**src/rtl/hazard_pkg.sv**
```systemverilog
// -----------------------------------------------------------------------------
// hazard_pkg
// Shared definitions for the pipeline hazard controller.
//   - FSM state encodings (2-bit): ST_RUN, ST_LU_STALL, ST_MEM_WAIT.
//   - REG_ZERO: architectural zero register. It never creates a dependency.
//   - CTRL_SIG_W / MEMREAD_BIT: layout of the 9-bit ID/EX controlSig bundle.
// -----------------------------------------------------------------------------
package hazard_pkg;

    typedef enum logic [1:0] {
        ST_RUN      = 2'd0,
        ST_LU_STALL = 2'd1,
        ST_MEM_WAIT = 2'd2,
        ST_ILLEGAL  = 2'd3
    } hz_state_e;

    localparam logic [4:0] REG_ZERO    = 5'd0;
    localparam int         CTRL_SIG_W  = 9;
    localparam int         MEMREAD_BIT = 5;

    // Extracts memRead from a full ID/EX controlSig word.
    function automatic logic ctrl_mem_read(input logic [CTRL_SIG_W-1:0] ctrl_sig);
        return ctrl_sig[MEMREAD_BIT];
    endfunction

endpackage

```
**src/rtl/pipeline_hazard_ctrl_load_use.sv**
```systemverilog
// -----------------------------------------------------------------------------
// load_use_detect
// Purely combinational load-use hazard detector.
// Ports:
//   id_rs, id_rt   : source register fields of the instruction in ID
//   id_uses_rt     : ID instruction reads rt as a source
//   ex_mem_read    : instruction in EX is a load
//   ex_rt          : load destination register in EX
//   load_use       : ID needs the loaded value before it is available
// -----------------------------------------------------------------------------
module load_use_detect
    import hazard_pkg::*;
(
    input  logic [4:0] id_rs,
    input  logic [4:0] id_rt,
    input  logic       id_uses_rt,
    input  logic       ex_mem_read,
    input  logic [4:0] ex_rt,
    output logic       load_use
);

    logic rs_match;
    logic rt_match;

    assign rs_match = (ex_rt == id_rs);
    assign rt_match = id_uses_rt & (ex_rt == id_rt);

    // A load to the zero register never produces a value worth waiting for.
    assign load_use = ex_mem_read & (ex_rt != REG_ZERO) & (rs_match | rt_match);

endmodule

```
**src/rtl/pipeline_hazard_ctrl.sv**
```systemverilog
// -----------------------------------------------------------------------------
// pipeline_hazard_ctrl
// Hazard controller for the PC, IF/ID and ID/EX registers of a 5-stage
// pipeline. Resolves load-use hazards, data-cache misses and taken branches
// (priority: Rst > miss > branchTaken > loadUse). The FSM is posedge-clocked;
// the pipeline registers sample the combinational controls on the next negedge.
//
// Ports:
//   Clk, Rst         : clock (posedge), synchronous active-high reset
//   idRs, idRt,
//   idUsesRt         : source operands of the instruction in ID
//   exMemRead, exRt  : load indication / destination of the instruction in EX
//   branchTaken      : branch/jump resolved taken in EX
//   memReq, cacheHit : data-cache access in MEM and its hit status
//   pcWrite          : PC load enable
//   ifIdWrite        : IF/ID load enable
//   idExHit          : ID/EX load enable
//   idExBubble       : forces controlSig=0 into ID/EX
//   ifIdFlush        : clears IF/ID to a NOP
//   missTimeout      : sticky flag, miss lasted MISS_TIMEOUT MEM_WAIT cycles
//   stallCycles      : (HAZARD_STALL_CNT_EN only) saturating count of cycles
//                      with pcWrite=0
//   ctrlState        : current FSM state (debug)
//
// Build option: define HAZARD_STALL_CNT_EN to add the stallCycles counter.
// -----------------------------------------------------------------------------
module pipeline_hazard_ctrl
    import hazard_pkg::*;
#(
    parameter int LU_STALL_CYCLES = 1,
    parameter int MISS_TIMEOUT    = 64,
    parameter int CNT_W           = 32
) (
    input  logic             Clk,
    input  logic             Rst,
    input  logic [4:0]       idRs,
    input  logic [4:0]       idRt,
    input  logic             idUsesRt,
    input  logic             exMemRead,
    input  logic [4:0]       exRt,
    input  logic             branchTaken,
    input  logic             memReq,
    input  logic             cacheHit,
    output logic             pcWrite,
    output logic             ifIdWrite,
    output logic             idExHit,
    output logic             idExBubble,
    output logic             ifIdFlush,
    output logic             missTimeout,
`ifdef HAZARD_STALL_CNT_EN
    output logic [CNT_W-1:0] stallCycles,
`endif
    output logic [1:0]       ctrlState
);

    if (LU_STALL_CYCLES < 1 || LU_STALL_CYCLES > 15) begin : g_bad_lu
        $error("LU_STALL_CYCLES must be in 1..15");
    end
    if (MISS_TIMEOUT < 0) begin : g_bad_mt
        $error("MISS_TIMEOUT must be non-negative");
    end
    if (CNT_W < 1) begin : g_bad_cnt
        $error("CNT_W must be at least 1");
    end

    localparam logic [3:0]  LU_LOAD = 4'(LU_STALL_CYCLES - 1);
    localparam logic [31:0] MT_LAST = (MISS_TIMEOUT == 0) ? 32'd0 : 32'(MISS_TIMEOUT - 1);

    hz_state_e   state_q, state_d;
    logic [3:0]  lu_cnt_q, lu_cnt_d;
    logic [31:0] miss_cnt_q, miss_cnt_d;
    logic        timeout_q, timeout_d;

    logic load_use;
    logic miss;

    logic pc_write;
    logic if_id_write;
    logic id_ex_hit;
    logic id_ex_bubble;
    logic if_id_flush;

    load_use_detect u_load_use (
        .id_rs       (idRs),
        .id_rt       (idRt),
        .id_uses_rt  (idUsesRt),
        .ex_mem_read (exMemRead),
        .ex_rt       (exRt),
        .load_use    (load_use)
    );

    assign miss = memReq & ~cacheHit;

    always_comb begin
        state_d      = state_q;
        lu_cnt_d     = lu_cnt_q;
        miss_cnt_d   = miss_cnt_q;
        timeout_d    = timeout_q;
        pc_write     = 1'b1;
        if_id_write  = 1'b1;
        id_ex_hit    = 1'b1;
        id_ex_bubble = 1'b0;
        if_id_flush  = 1'b0;

        case (state_q)
            ST_RUN, ST_LU_STALL: begin
                if (miss) begin
                    pc_write     = 1'b0;
                    if_id_write  = 1'b0;
                    id_ex_hit    = 1'b0;
                    state_d      = ST_MEM_WAIT;
                    miss_cnt_d   = 32'd0;
                end else if (branchTaken) begin
                    // Squash the wrong-path instructions in IF/ID and ID/EX.
                    id_ex_bubble = 1'b1;
                    if_id_flush  = 1'b1;
                    state_d      = ST_RUN;
                end else if (state_q == ST_LU_STALL) begin
                    pc_write     = 1'b0;
                    if_id_write  = 1'b0;
                    id_ex_bubble = 1'b1;
                    lu_cnt_d     = lu_cnt_q - 4'd1;
                    // Counter hitting zero ends the stall this cycle.
                    state_d      = (lu_cnt_q == 4'd1) ? ST_RUN : ST_LU_STALL;
                end else if (load_use) begin
                    pc_write     = 1'b0;
                    if_id_write  = 1'b0;
                    id_ex_bubble = 1'b1;
                    lu_cnt_d     = LU_LOAD;
                    state_d      = (LU_LOAD == 4'd0) ? ST_RUN : ST_LU_STALL;
                end
            end
            ST_MEM_WAIT: begin
                // Full freeze: ID/EX keeps its content, branches are ignored.
                pc_write    = 1'b0;
                if_id_write = 1'b0;
                id_ex_hit   = 1'b0;
                if (miss_cnt_q != 32'hFFFF_FFFF) begin
                    miss_cnt_d = miss_cnt_q + 32'd1;
                end
                if (cacheHit) begin
                    state_d = ST_RUN;
                end
            end
            default: begin
                pc_write    = 1'b0;
                if_id_write = 1'b0;
                id_ex_hit   = 1'b0;
                state_d     = ST_RUN;
            end
        endcase

        // Raise the flag as the count reaches its limit so it is visible
        // during the MISS_TIMEOUT-th MEM_WAIT cycle.
        if (MISS_TIMEOUT != 0 && state_d == ST_MEM_WAIT && miss_cnt_d == MT_LAST) begin
            timeout_d = 1'b1;
        end

        if (Rst) begin
            pc_write     = 1'b0;
            if_id_write  = 1'b0;
            id_ex_hit    = 1'b1;
            id_ex_bubble = 1'b1;
            if_id_flush  = 1'b1;
        end
    end

    always_ff @(posedge Clk) begin
        if (Rst) begin
            state_q    <= ST_RUN;
            lu_cnt_q   <= 4'd0;
            miss_cnt_q <= 32'd0;
            timeout_q  <= 1'b0;
        end else begin
            state_q    <= state_d;
            lu_cnt_q   <= lu_cnt_d;
            miss_cnt_q <= miss_cnt_d;
            timeout_q  <= timeout_d;
        end
    end

`ifdef HAZARD_STALL_CNT_EN
    logic [CNT_W-1:0] stall_cnt_q, stall_cnt_d;

    always_comb begin
        stall_cnt_d = stall_cnt_q;
        if (!pc_write && stall_cnt_q != {CNT_W{1'b1}}) begin
            stall_cnt_d = stall_cnt_q + CNT_W'(1);
        end
    end

    always_ff @(posedge Clk) begin
        if (Rst) begin
            stall_cnt_q <= '0;
        end else begin
            stall_cnt_q <= stall_cnt_d;
        end
    end

    assign stallCycles = stall_cnt_q;
`endif

    assign pcWrite     = pc_write;
    assign ifIdWrite   = if_id_write;
    assign idExHit     = id_ex_hit;
    assign idExBubble  = id_ex_bubble;
    assign ifIdFlush   = if_id_flush;
    assign missTimeout = timeout_q;
    assign ctrlState   = state_q;

endmodule
```
**config.mk**
```make
export PLATFORM = sky130hd
export DESIGN_NAME = pipeline_hazard_ctrl
export DESIGN_NICKNAME = d
export VERILOG_FILES = /design/src/rtl/hazard_pkg.sv /design/src/rtl/pipeline_hazard_ctrl_load_use.sv /design/src/rtl/pipeline_hazard_ctrl.sv
export SDC_FILE = /design/constraint.sdc
export NUM_CORES = 1
export LEC_CHECK = 0
export CAP_MARGIN = 20
export CORE_AREA = 2 2 70 72
export DETAILED_ROUTE_END_ITERATION = 10
export DIE_AREA = 0 0 72 74
export PLACE_DENSITY = 0.9
export SLEW_MARGIN = 25
export SYNTH_ARGS = -nofsm -noshare
export SYNTH_HDL_FRONTEND = slang
export SYNTH_SLANG_ARGS = --single-unit
```
**constraint.sdc**
```tcl
create_clock -name Clk -period 5.9 [get_ports Clk]
set_input_delay 0.885 -clock Clk [delete_from_list [all_inputs] [get_ports Clk]]
set_output_delay 0.885 -clock Clk [all_outputs]
set_load 0.05 [all_outputs]
```
**Word level (Yosys, flattened, before mapping)**

Index checks and enable logic that the tools add are counted.

- Register bits: 39
- Bits of input ports: 22
- Output and inout port bits: 8
- Word-level logic and storage cells: 59

- $add $sub $neg: 2
- Equal/unequal tests: 8
- Muxes and demuxes: 31
- Bitwise gates (word level): 8
- Reductions and logical operators: 6

Operators with widths:

| cell | number |
|---|---|
| $mux 32 | 2 |
| $pmux 32 s2 | 1 |
| $add 32x1->32 const B | 1 |
| $eq 32x6->1 const B | 1 |
| $ne 32x32->1 const B | 1 |
| $mux 1 | 20 |
| $eq 5x5->1 | 2 |
| $mux 2 | 5 |
| $mux 4 | 2 |
| $reduce_bool 5->1 | 1 |
| $and 1x1->1 | 4 |
| $eq 2x2->1 const B | 2 |
| $eq 4x1->1 const B | 1 |
| $pmux 2 s2 | 1 |
| $reduce_and 4->1 | 1 |
| $sub 4x1->4 const B | 1 |
| $not 1->1 | 3 |
| $eq 2x1->1 const B | 1 |
| $logic_not 2->1 | 1 |
| $reduce_bool 2->1 | 1 |
| $reduce_or 2->1 | 1 |
| $logic_and 1x1->1 | 1 |
| $or 1x1->1 | 1 |

**Longest topological paths before layout**

Gate-level depths: netlist of run 1.

- Depth after elaboration: 11
- Depth in mapped cells: 10
- Depth with buffers taken out: 9

**Modules after synthesis**

A second synthesis of run 1 with hierarchy kept.

- Cell total of the unflattened synthesis: 360
- Area total of the unflattened synthesis: 2,705.1 µm²

By module, submodules not included:

| module | times used | cells an instance | area each (µm²) | seq. area each (µm²) |
|---|---|---|---|---|
| pipeline_hazard_ctrl | 1 | 343 | 2,572.5 | 780.7 |
| load_use_detect | 1 | 17 | 132.6 | 0.0 |

**Worst setup path after synthesis of run 1**

Ideal clock, no wire load.

- Path kind: input port to output port
- Start point: input exRt[1]
- End point: output pcWrite
- Arrival time: 3,703 ps
- Required time: 5,015 ps
- Slack: 1,312 ps
- Cell stages on the path: 6
- Path buffers: 1
- Cells stage by stage: or4_1 o21ai_0 o22ai_1 nor2b_1 nor4_1 buf_4

- Longest elaborated chain between the ends: 10
- Elaborated cells between the ends (all ways): 13
- Classes of those cells: eq/ne: 2; mux: 6; bitwise: 4; reduce/logical: 1

Ends and longest elaborated chain:

| item | RTL line | source |
|---|---|---|
| start: declaration | pipeline_hazard_ctrl.sv:40 | `input logic [4:0] exRt,` |
| $eq 5x5->1 | pipeline_hazard_ctrl_load_use.sv:26 | `assign rt_match = id_uses_rt & (ex_rt == id_rt);` |
| $and 1x1->1 | pipeline_hazard_ctrl_load_use.sv:26 |  |
| $or 1x1->1 | pipeline_hazard_ctrl_load_use.sv:29 | `assign load_use = ex_mem_read & (ex_rt != REG_ZERO) & (rs_match \| rt_match);` |
| $and 1x1->1 * | pipeline_hazard_ctrl_load_use.sv:29 |  |
| $mux 1 * (6 in series) | - |  |
| end: declaration | pipeline_hazard_ctrl.sv:44 | `output logic pcWrite,` |

Every way passes the cells marked *; elsewhere a longest branch is shown, timed or not.

**Worst setup path after layout of run 1**

- Start point: input exRt[1]
- End point: output ifIdWrite

- Longest elaborated chain between the ends: 10
- Elaborated cells between the ends (all ways): 13
- Classes of those cells: eq/ne: 2; mux: 6; bitwise: 4; reduce/logical: 1

Ends and longest elaborated chain:

| item | RTL line | source |
|---|---|---|
| $eq 5x5->1 | pipeline_hazard_ctrl_load_use.sv:26 |  |
| $and 1x1->1 | pipeline_hazard_ctrl_load_use.sv:26 |  |
| $or 1x1->1 | pipeline_hazard_ctrl_load_use.sv:29 |  |
| $and 1x1->1 * | pipeline_hazard_ctrl_load_use.sv:29 |  |
| $mux 1 * | pipeline_hazard_ctrl.sv:125 | `end else if (load_use) begin` |
| $mux 1 * | pipeline_hazard_ctrl.sv:118 | `end else if (state_q == ST_LU_STALL) begin` |
| $mux 1 * | pipeline_hazard_ctrl.sv:113 | `end else if (branchTaken) begin` |
| $mux 1 * | pipeline_hazard_ctrl.sv:107 | `if (miss) begin` |
| $mux 1 * | pipeline_hazard_ctrl.sv:105 | `case (state_q)` |
| $mux 1 * | pipeline_hazard_ctrl.sv:159 | `if (Rst) begin` |
| end: declaration | pipeline_hazard_ctrl.sv:45 | `output logic ifIdWrite,` |

Marks and branches as above.

==> results of run 1 <==
logic make-up after synthesis:
logic type / Yosys count / share of synthesized area, %
multiplexers: 16 / 6.38
adder cells (fa/ha/maj): 3 / 1.40
flip-flops: 39 / 29.1
AO/OA/AOI/OAI: 77 / 19.8
XOR/XNOR: 10 / 3.26
buffers and inverters: 23 / 3.49
AND/OR/NAND/NOR: 182 / 36.6
final timing paths:
kind	to	start	slack [ns]
setup reg to reg	missTimeout	miss_cnt_q[0]	2.46
hold reg to reg	missTimeout	missTimeout	0.50
setup / recovery	ifIdWrite	exRt[1]	1.52
hold / removal	missTimeout	missTimeout	0.50
through the flow:
stage / instances / total power [W] / setup WS (ns)
final: 427 / 0.000515 / 1.52
after global routing: 427 / 0.000531 / 1.42
after CTS: 427 / 0.000516 / 1.52
after detailed placement: 419 / 0.000335 / 1.54
after global placement: 419 / 0.000334 / 1.60
after floorplan: 350 / 0.000308 / 1.31
power breakdown:
part,total [W],switching (W),internal (W)
Combinational,0.0000637,0.0000354,0.0000282
Clock,0.000186,0.000103,0.0000823
Sequential,0.000265,0.00000159,0.000264
routing by layer:
metal	part of all wire (%)	vias to the layer above	track usage, %
met3	7.7	12	6.10
met4	1.7	0	8.81
met1	42	1302	32.7
met2	49	128	45.7
li1	-	1331	-
met5	0	-	0
placed cells by master, fill, tap and decap left out, types with 4 or more instances in the layout:
cell and instances:
nand4_1 9, and3_1 7, nor2b_1 7, o211ai_1 5
dfxtp_1 39, nand2_1 36, a21oi_1 21, nand3_1 24
or4_1 5, clkbuf_8 5, clkdlybuf4s50_1 29, mux2_2 8
a31oi_1 7, nor2_1 44, or2_2 4, and4_1 4
nor3_1 11, nand2b_1 4, mux2i_1 7, o21ai_0 14
inv_1 7, xnor2_1 10
area by class of cell:
| type | instances | area, um2 | share of cell area (%) |
|---|---|---|---|
| Sequential cell | 39 | 781 | 25.3 |
| Tap cell | 54 | 67.6 | 2.19 |
| Multi-Input combinational cell | 288 | 1810 | 58.8 |
| Clock buffer | 5 | 68.8 | 2.23 |
| Inverter | 7 | 26.3 | 0.853 |
| Timing Repair Buffer | 31 | 305 | 9.91 |
| Clock inverter | 3 | 20.0 | 0.650 |
worst max-delay path, delay by kind of cell:
kind,cells,cell delay [ns]
buf+inv,2,1.34
simple gates,3,0.97
compound gates,2,0.30
registers in the layout, indices dropped and copies added (netlist names):
signal       cells
miss_cnt_q      32
lu_cnt_q         4
ctrlState        2
missTimeout      1
==> results by group, run 1 <==
Clocking
  • CTS tree: built
  • Worst-case clock buffer depth: 2
  • Sink Count: 39
  • CTS Hold Buffers Added: 0
  • Skew-Pair Late Insertion Delay: approximately 0.30 ns
  • H-tree lvl count: 2
  • Num CTS Buffers: 5
  • Worst-path clk slew: ~0.080 ns
  • Post-CTS setup buffers: 0
  • CTS Root Cell: clkbuf_8
  • Resize count post-CTS: 0

Logic synthesis
  • Post-Synthesis Cells: 350
  • Seq cells post-synth: 39
  • Synth cell count leaders: 44 x nor2_1, 39 x dfxtp_1, 36 x nand2_1, 24 x nand3_1, 21 x a21oi_1
  • Synth top area share: around 29%
  • Sequential area share after synthesis: between 20 and 30%
  • Area contributors post-synth: dfxtp_1 29%, nor2_1 6.1%, nand2_1 5.0%, nand3_1 4.5%, a21oi_1 3.9%
  • Most common cell in the netlist: nor2_1
  • Syn Area/Cell: approximately 7.7 um2
  • Syn Nets: about 380
  • YS warnings: 0
  • Mapped cell area: around 2700 um2
  • Share of synthesized registers carrying an async set or reset: 0%
  • Distinct cells, synth: 66
  • Leading area contributor after synthesis: dfxtp_1
  • Number of synthesized flops with an enable pin: 0
  • Prevailing post-synth register cell: dfxtp_1

Timing
  • Crit share post-route: between 70% and 80%
  • Fin. max-slew vios: 0
  • Finish-stage setup viols: 0
  • Achievable clock frequency: 228 MHz
  • Hold_ws: between 0.4 and 0.5 ns
  • Slew headroom: 33.5%
  • Min Tclk post-route: 4.38 ns
  • Actual slew at the worst max-slew pin: approximately 1.0 ns
  • Setup TNS: 0 ns
  • RSZ-0062 raised after global routing: false
  • Fin. Hold Viols: 0
  • Setup Skew: 0.00841 ns

Finish
  • Final net count: between 300 and 400
  • Area grow syn2layout: 14.7%
  • Final instance area: about 3100 um2
  • Filler cells: a little under 400
  • Share of cells above drive strength 1: around 9.7%
  • Number of diodes: 0
  • Final core utilization: around two thirds

Routing
  • Routed vias: around 2,800
  • Final WL: 6.80 mm
  • WL/cell: 15.9 um
  • Final ANT Viol Nets: 0
  • Pre-antenna DRT Iters: 6
  • Drt drc: 0
  • First DRT Iteration DRCs: between 150 and 200
  • Post-DR vias/cell: between 6 and 7

Worst setup path
  • CP Data Required Time: 5.02 ns
  • Crit Path Class: input pin to primary output
  • Biggest cell delay along the critical path: around 0.87 ns
  • Crit-path cells: clkdlybuf4s50_1, or4_1, o21ai_0, o22ai_1, nor2b_1, nor4_1, clkdlybuf4s50_1
  • CP Capture Type: primary output
  • Critical Path Fanout Max: 3
  • Worst path slowest cell: clkdlybuf4s50_1
  • Worst setup SP type: input pin
  • R2R depth: 9
  • Most used cell, CP: clkdlybuf4s50_1
  • Data arrival, critical path: around 3.5 ns

Floorplan
  • Die X-Extent: 72 um
  • Row count: 25
  • Core ar.: approximately 4600 um2
  • Initial Utilization: between 50% and 60%
  • Die ar.: ~5300 um2
  • Num ports: 30
  • Chip height: between 70 and 80 um

GRT
  • GRT Util Overall: between 20% and 30%
  • First-pass GRT wire length: approximately 11 mm
  • Initial antenna violation count: 0
  • Vias in the first global route: around 2,400
  • Largest net degree at the start of global routing: 35
  • GRT overflow: 0

Pwr
  • Worst vdd rail ir drop: ~100 uV
  • Pleak: 0.989 nW
  • Pwr/cell area: between 150 and 200 nW/um2

Placed design
  • Post-DP HPWL: approximately 5.0 mm
  • Dpl cell area: between 2000 and 3000 um2
  • PortBufs: 29
  • Gp weighted congestion: between 0.9 and 1

Run
  • Max-Cap Viols: 0

Status
  • Status: finished, final reports clean

Min path
  • WHS Path Cells: 2
  • HP Class: flip-flop to flip-flop
(Power assumes the default switching activity.)
==> run 2: changes to the inputs <==
--- a/config.mk
+++ b/config.mk
@@ -6,10 +6,10 @@
 export NUM_CORES = 1
 export LEC_CHECK = 0
 export CAP_MARGIN = 20
-export CORE_AREA = 2 2 70 72
+export CORE_AREA = 2 2 72 74
 export DETAILED_ROUTE_END_ITERATION = 10
-export DIE_AREA = 0 0 72 74
-export PLACE_DENSITY = 0.9
+export DIE_AREA = 0 0 74 76
+export PLACE_DENSITY = 0.86
 export SLEW_MARGIN = 25
 export SYNTH_ARGS = -nofsm -noshare
 export SYNTH_HDL_FRONTEND = slang
==> constraint.sdc (replaced) <==
create_clock -name Clk -period 4.5 [get_ports Clk]
set_input_delay 0.675 -clock Clk [delete_from_list [all_inputs] [get_ports Clk]]
set_output_delay 0.675 -clock Clk [all_outputs]
set_load 0.05 [all_outputs]
==> run 2 against run 1 <==
Effect of this change:
- largest power group unchanged
- hold slack got worse by 0.0073 ns
- sequential share of layout area fell by 0.25 points
- die area rose by 5.6%
- clock power rose by 37%
- worst setup slack got worse by 1.0 ns
- sequential cell count did not move
- wire length rose by 1.2%
- critical endpoint unchanged
- core utilization fell by 3.6 points
- combinational power rose by 33%
- clock-buffer cell count did not move
- total power rose by 34%
==> results by group, run 2 (synthesis gave the netlist of run 1 again) <==
Status
  • Status: finished, final reports clean

Timing
  • Actual slew at the worst max-slew pin: approximately 0.66 ns
  • Fin. Hold Viols: 0
  • Setup TNS: 0 ns
  • RSZ-0062 raised after global routing: false
  • Achievable clock frequency: ~250 MHz
  • Slew headroom: 55.5%
  • Crit share post-route: roughly nine tenths
  • Hold_ws: around 0.49 ns
  • Finish-stage setup viols: 0
  • Setup Skew: about 0.013 ns
  • Fin. max-slew vios: 0
  • Min Tclk post-route: about 4.0 ns

Finish
  • Filler cells: ~430
  • Final core utilization: a little under two thirds
  • Share of cells above drive strength 1: around a tenth
  • Final net count: 398
  • Commonest non-fill, non-tap cell in the layout: nor2_1
  • Number of diodes: 0
  • Most frequent cells in the layout: 44 x nor2_1, 39 x dfxtp_1, 36 x nand2_1
  • Area grow syn2layout: 15.8%
  • Final instance area: approximately 3100 um2
  • Top reg by flops: miss_cnt_q
  • Largest register FFs: 32

Pwr
  • Pleak: 0.994 nW
  • Power, Total: roughly 0.00069 W
  • Pwr/cell area: about 220 nW/um2
  • Worst vdd rail ir drop: about 160 uV

GRT
  • Vias in the first global route: between 2,000 and 3,000
  • Largest net degree at the start of global routing: 34
  • First-pass GRT wire length: about 12 mm
  • GRT overflow: 0
  • GRT Util Overall: around 26%
  • Initial antenna violation count: 0

Clocking
  • Skew-Pair Late Insertion Delay: 0.30 ns
  • Resize count post-CTS: 0
  • CTS Root Cell: clkbuf_8
  • Worst-path clk slew: 0.09 ns
  • Num CTS Buffers: 5
  • Sink Count: 39
  • CTS tree: built
  • CTS Hold Buffers Added: 0
  • Post-CTS setup buffers: 0
  • Worst-case clock buffer depth: 2
  • H-tree lvl count: 2

Floorplan
  • Row count: 26
  • Chip height: approximately 76 um
  • Die ar.: roughly 5600 um2
  • Die X-Extent: around 74 um
  • Initial Utilization: 54.7%
  • Num ports: 30
  • Core ar.: 4910 um2

Routing
  • First DRT Iteration DRCs: roughly 300
  • WL/cell: ~16 um
  • Final ANT Viol Nets: 0
  • Final WL: 6.89 mm
  • Pre-antenna DRT Iters: 5
  • Post-DR vias/cell: 6.19
  • Routed vias: ~2,700
  • Drt drc: 0

Placed design
  • PortBufs: 29
  • Post-DP HPWL: around 5.1 mm
  • Dpl cell area: 3020 um2
  • Gp weighted congestion: between 0.8 and 0.9

Run
  • Max-Cap Viols: 0

Min path
  • HP Class: flip-flop to flip-flop
  • Worst hold start: missTimeout
  • Worst hold path endpoint: missTimeout
  • WHS Path Cells: 2

Worst setup path
  • Reg2reg setup slack: ~1.0 ns
  • Data arrival, critical path: 3.32 ns
  • Biggest cell delay along the critical path: between 0.8 and 0.9 ns
  • CP bufs+invs: 2
  • Most used cell, CP: clkdlybuf4s50_1
  • Worst r2r dst: missTimeout
  • CP Capture Type: primary output
  • Worst path slowest cell: clkdlybuf4s50_1
  • CP delay by family, top: buffers and inverters
  • R2R depth: 9
  • Worst setup SP type: input pin
  • Crit Path Class: input pin to primary output
  • Crit-path cells: clkdlybuf4s50_1, or4_1, o21ai_0, o22ai_1, nor2b_1, nor4_1, clkdlybuf4s50_1
  • CP Data Required Time: 3.83 ns
  • Critical Path Fanout Max: 3
  • Worst R2R Start: miss_cnt_q[0]
-- run 2: layer usage --
layer	global-route usage [%]	vias up	part of all wire, %
met1	32.8	1246	41
met3	6.75	22	8.7
met4	9.09	0	2.5
met5	0	-	0
met2	41.3	145	47
li1	-	1336	-
-- run 2: power by group --
group,switching [W],internal [W]
clock,0.000144,0.000111
sequential,0.00000196,0.000346
combinational,0.0000473,0.0000376
total,0.000193,0.000494
-- run 2: worst max-delay path by stage --
stage,startpoint,end,slack [ns],cells after the start
3_3_place_gp,exRt[1],ifIdWrite,0.61,7
3_5_place_dp,exRt[1],ifIdWrite,0.51,7
4_1_cts,exRt[1],ifIdWrite,0.49,7
5_1_grt,exRt[1],ifIdWrite,0.43,7
2_1_floorplan,exRt[1],pcWrite,0.33,6
6_report,exRt[1],ifIdWrite,0.51,7
-- run 2: per-stage QoR --
stage / worst slack (ns) / cells
floorplan: 0.332 / 350
global route: 0.433 / 444
finish: 0.506 / 444
global placement: 0.613 / 436
detailed placement: 0.514 / 436
CTS: 0.488 / 444
-- run 2: final cells by class --
| cell class | count | area, um2 | area share (%) |
|---|---|---|---|
| tap | 70 | 87.6 | 2.81 |
| timing repair buffer | 32 | 313 | 10.0 |
| multi-input combinational | 288 | 1810 | 58.2 |
| inverter | 7 | 26.3 | 0.844 |
| sequential | 39 | 781 | 25.1 |
| clock buffer | 5 | 68.8 | 2.21 |
| clock inverter | 3 | 23.8 | 0.764 |
-- run 2: worst register-to-register path, delay by kind of cell (launching register included) --
| family | cells | cell delay [ns] |
|---|---|---|
| adder cells (fa/ha/maj) | 1 | 0.32 |
| flip-flops | 1 | 0.40 |
| AO/OA/AOI/OAI | 3 | 0.94 |
| AND/OR/NAND/NOR | 5 | 1.75 |
